## config.mk

```make
export PLATFORM = sky130hd
export DESIGN_NAME = credit_sender
export DESIGN_NICKNAME = d
export VERILOG_FILES = /design/src/rtl/credit_sender.sv
export SDC_FILE = /design/constraint.sdc
export NUM_CORES = 1
export LEC_CHECK = 0
export ABC_AREA = 1
export BUFFER_PORTS_ARGS = -buffer_cell sky130_fd_sc_hd__buf_2
export CORE_UTILIZATION = 45
export CTS_CLUSTER_DIAMETER = 40
export DETAILED_ROUTE_END_ITERATION = 10
export GPL_TIMING_DRIVEN = 0
export PLACE_DENSITY = 0.76
export SLEW_MARGIN = 10
export SYNTH_ARGS = -nofsm -noshare
export SYNTH_HDL_FRONTEND = slang
export SYNTH_SLANG_ARGS = --single-unit
export TNS_END_PERCENT = 50
```

## constraint.sdc

```tcl
create_clock -name clk -period 3.3 [get_ports clk]
set_input_delay 0.33 -clock clk [delete_from_list [all_inputs] [get_ports clk]]
set_output_delay 0.33 -clock clk [all_outputs]
set_load 0.1 [all_outputs]
```

## src/rtl/credit_sender.sv

```systemverilog
// Sender end of a credit-based link: ready/valid producer side in, credit-gated
// registered link side out, with a sender-side credit counter and reset handshake.
module credit_sender #(
    parameter int unsigned WIDTH       = 8,
    parameter int unsigned MAX_CREDITS = 4,
    localparam int unsigned CW         = $clog2(MAX_CREDITS + 1)
) (
    input  logic             clk,
    input  logic             rst,

    output logic             push_ready,
    input  logic             push_valid,
    input  logic [WIDTH-1:0] push_data,

    output logic             pop_sender_in_reset,
    input  logic             pop_receiver_in_reset,
    output logic             pop_valid,
    output logic [WIDTH-1:0] pop_data,
    input  logic             pop_credit,

    input  logic [CW-1:0]    credit_initial,
    input  logic [CW-1:0]    credit_withhold,
    output logic [CW-1:0]    credit_count,
    output logic [CW-1:0]    credit_available,
    output logic             credit_overflow
);

    localparam logic [CW-1:0] MAX_CW = CW'(MAX_CREDITS);

    logic             in_reset_c;
    logic             fire_c;
    logic [CW-1:0]    credit_init_c;
    logic [CW-1:0]    credit_available_c;

    logic [CW-1:0]    credit_count_q,    credit_count_d;
    logic             pop_valid_q,       pop_valid_d;
    logic [WIDTH-1:0] pop_data_q,        pop_data_d;
    logic             credit_overflow_q, credit_overflow_d;

    // Either end being in reset re-initialises the link state.
    assign in_reset_c    = rst | pop_receiver_in_reset;
    assign credit_init_c = (credit_initial > MAX_CW) ? MAX_CW : credit_initial;

    // Usable credit saturates at zero when the withheld amount covers the count.
    assign credit_available_c = (credit_count_q > credit_withhold)
                              ? (credit_count_q - credit_withhold)
                              : '0;

    assign push_ready = !in_reset_c && (credit_available_c != '0);
    assign fire_c     = push_valid & push_ready;

    // Next-state for the credit counter, link register and overflow flag.
    always_comb begin
        credit_count_d    = credit_count_q;
        pop_valid_d       = 1'b0;
        pop_data_d        = pop_data_q;
        credit_overflow_d = credit_overflow_q;

        if (in_reset_c) begin
            credit_count_d = credit_init_c;
            pop_data_d     = '0;
        end else begin
            pop_valid_d = fire_c;
            if (fire_c) begin
                pop_data_d = push_data;
            end
            if (fire_c && !pop_credit) begin
                credit_count_d = credit_count_q - CW'(1);
            end else if (!fire_c && pop_credit) begin
                if (credit_count_q == MAX_CW) begin
                    credit_overflow_d = 1'b1;
                end else begin
                    credit_count_d = credit_count_q + CW'(1);
                end
            end
        end
    end

    always_ff @(posedge clk) begin
        if (rst) begin
            credit_count_q    <= credit_init_c;
            pop_valid_q       <= 1'b0;
            pop_data_q        <= '0;
            credit_overflow_q <= 1'b0;
        end else begin
            credit_count_q    <= credit_count_d;
            pop_valid_q       <= pop_valid_d;
            pop_data_q        <= pop_data_d;
            credit_overflow_q <= credit_overflow_d;
        end
    end

    assign pop_sender_in_reset = rst;
    assign pop_valid           = pop_valid_q;
    assign pop_data            = pop_data_q;
    assign credit_count        = credit_count_q;
    assign credit_available    = credit_available_c;
    assign credit_overflow     = credit_overflow_q;

endmodule
```

==> results.cfg <==
[status]
status = completed

[min_path]
hp-class = in -> reg
min_to = credit_overflow$_SDFFE_PP0P_
hp-start = rst
min_path_cells = 2

[global_routing]
grt_max_degree = 11
antenna_found_initial = 0
grt_pass1_vias = 640
globalRouteOverflowTotal = 0
grt_pass1_wl_um = 2590
grt.total_usage_pct = 17.8

[synth]
yosysWarnings = 0
synthCells = 109
ys_seq_area_share_pct = 36.0
avgSynthCellArea_um2 = 7.40
ys_ff_latch = 13
synth_nets = 135
synthDistinctLibCells = 21
synth_area_um2 = 807

[routing]
viasPerCell = 4.55
first_pass_iters = 4
drt-total-wl_um = 1670
drtIter0Drc = 8
via_count = 788
drcViolationCount = 0
ant_nets = 0
detail_route.wl_per_cell_um = 9.63

[timing]
hold_slack_ns = 0.243
hold_viol_final = 0
fin_ws_ns = 0.234
min_period_ns = 3.07
setup_viol = 0
slew_viol_final = 0
max_slew.worst_pin.slew_ns = 0.488
fmax_ghz = 0.326
rsz0062_at_grt = false
slew-limit-headroom_pct = 67.7
finClkSkew_ns = 0.000375
fin_crit_sh_pct = 92.9

[place]
post-place-ws_ns = 0.228
place_area_um2 = 1030
hpwl_um = 1350
gp_congestion = 0.734
port_buffers = 35

[setup_path]
crit_required_ns = 3.31
crit_type = reg -> reg
worst_path_largest_cell_delay_ns = 0.43
cp_slowest_cell = edfxtp_1
cp.arrival_ns = 3.07
r2r-end = credit_count[2]$_DFFE_PP_
path_common_cell = inv_1
reg2regPathDepth = 18
startpoint = credit_count[0]$_DFFE_PP_
worst-path-max-fanout = 10
crit_path_cell_trace = inv_2 > ha_4 > inv_1 > fa_2 > nand2_1 > inv_1 > nor2_1 > nand3_1 > nand3_4 > nand3_2 > buf_6 > inv_1 > ha_1 > inv_1 > fa_2 > xnor2_1 > xor2_1 > a21oi_1
crit_family = adder cells
crit-reg2reg-launch = credit_count[0]$_DFFE_PP_
cp-start-kind = flip-flop
cp-end-kind = flip-flop
crit_buf_inv = 6
rrSetupSlack_ns = 0.23

[floorplan]
die_w_um = 44.4
ios = 37
fp.coreArea_um2 = 1590
start_util_pct = 50.6
num_rows = 14
die_y_um = 44.4
dieArea_um2 = 1970

[clock_tree]
cts.sinks = 13
clock-root-buffer = clkbuf_4
htree_levels = 1
clk_pin_slew_ns = 0.08
clockBufferDepth = 2
cts-buffers-inserted = 3
cts_hold_buf = 0
cts_tree = done
clkLatencyLatePin_ns = 0.27

[finish]
utilization_pct = 67.0
final_layout_size_suffix_gt1_share_pct = 32.9
layout_common_cells = buf_2 (35), inv_1 (24), nand2_1 (22), nor2_1 (13), dfxtp_1 (10)
layout_commonest_cell = buf_2
diodes = 0
design_area_um2 = 1070
synthToLayoutAreaGrowth_pct = 32.4
nets = 176

[power_and_ir_drop]
leakagePower_nw = 0.600
cellPowerDensity_nw_per_um2 = 601
ir_drop_mv = 0.362
finalPower_mw = 0.642

[run]
cap_violations = 0
==> worst reg2reg max path: cells and delay by family, from the launching register on <==
kind | cells | cell delay, ns
flops | 1 | 0.43
xor+xnor | 2 | 0.32
fa+ha+maj | 4 | 0.95
compound gates | 1 | 0.08
simple gates | 5 | 0.54
buf+inv | 6 | 0.50
==> worst max path at each step <==
stage                                     end  cells after the start
floorplan           credit_count[2]$_DFFE_PP_                     17
detailed placement  credit_count[2]$_DFFE_PP_                     18
finish              credit_count[2]$_DFFE_PP_                     18
CTS                 credit_count[2]$_DFFE_PP_                     18
global route        credit_count[2]$_DFFE_PP_                     18
global placement    credit_count[2]$_DFFE_PP_                     18
==> registers in the layout, indices dropped and copies added (netlist names) <==
register and count:
credit_count 3, credit_overflow 1, pop_data 8, pop_valid 1
==> area by class of cell <==
class	instances	area, um^2
Fill cell	145	526
Multi-Input combinational cell	66	414
Sequential cell	13	290
Timing Repair Buffer	36	183
Inverter	25	93.8
Buffer	5	31.3
Tap cell	24	30.0
Clock buffer	4	26.3
==> through the flow <==
step | setup TNS [ns] | instances
CTS | 0 | 172
finish | 0 | 173
floorplan | -0.0992 | 109
global route | 0 | 173
global placement | 0 | 168
detailed placement | 0 | 168
==> cells by family after synthesis <==
group | share of synthesized area [%]
DFF | 36.0
adders and majority gates | 12.7
and+or+nand+nor | 29.6
buffers and inverters | 15.5
xor gates and xnor gates | 2.17
AOI/OAI and AO/OA | 4.03
==> power breakdown <==
group          internal [mW]  total (mW)  switching, mW
sequential             0.178       0.188         0.0103
clock                 0.0467      0.0971         0.0504
combinational         0.0777       0.356          0.278
==> layer usage <==
metal  routed length (um)  share of wire, %  vias up  track usage (%)
li1                     -                 -      415                -
met1                  738                44      339             23.0
met2                  814                49       30             28.2
met3                   83               5.0        4             3.67
met4                   29               1.7        0             8.48
met5                    0                 0        -                0
==> cells in the mapped netlist <==
cell type / number / area, um^2
o21ai_0: 2 / 10.0
dfxtp_1: 10 / 200
edfxtp_1: 3 / 90.1
inv_1: 25 / 93.8
buf_4: 1 / 7.51
nor3_1: 1 / 5.00
xnor2_1: 1 / 8.76
a21oi_1: 3 / 15.0
nor2_1: 13 / 48.8
fa_1: 2 / 40.0
nand3_1: 5 / 25.0
xor2_1: 1 / 8.76
clkbuf_2: 1 / 5.00
nand3_2: 1 / 10.0
buf_6: 1 / 11.3
nand3_4: 1 / 17.5
nand2_1: 22 / 82.6
clkbuf_1: 2 / 7.51
nand4_1: 8 / 50.1
ha_1: 5 / 62.6
a21o_1: 1 / 7.51
==> timing repair <==
action / CTS / global route
resized for setup: 0 / 0
setup endpoints to repair: 0 / 1
setup buffers: 0 / 1
(Power assumes the default switching activity.)
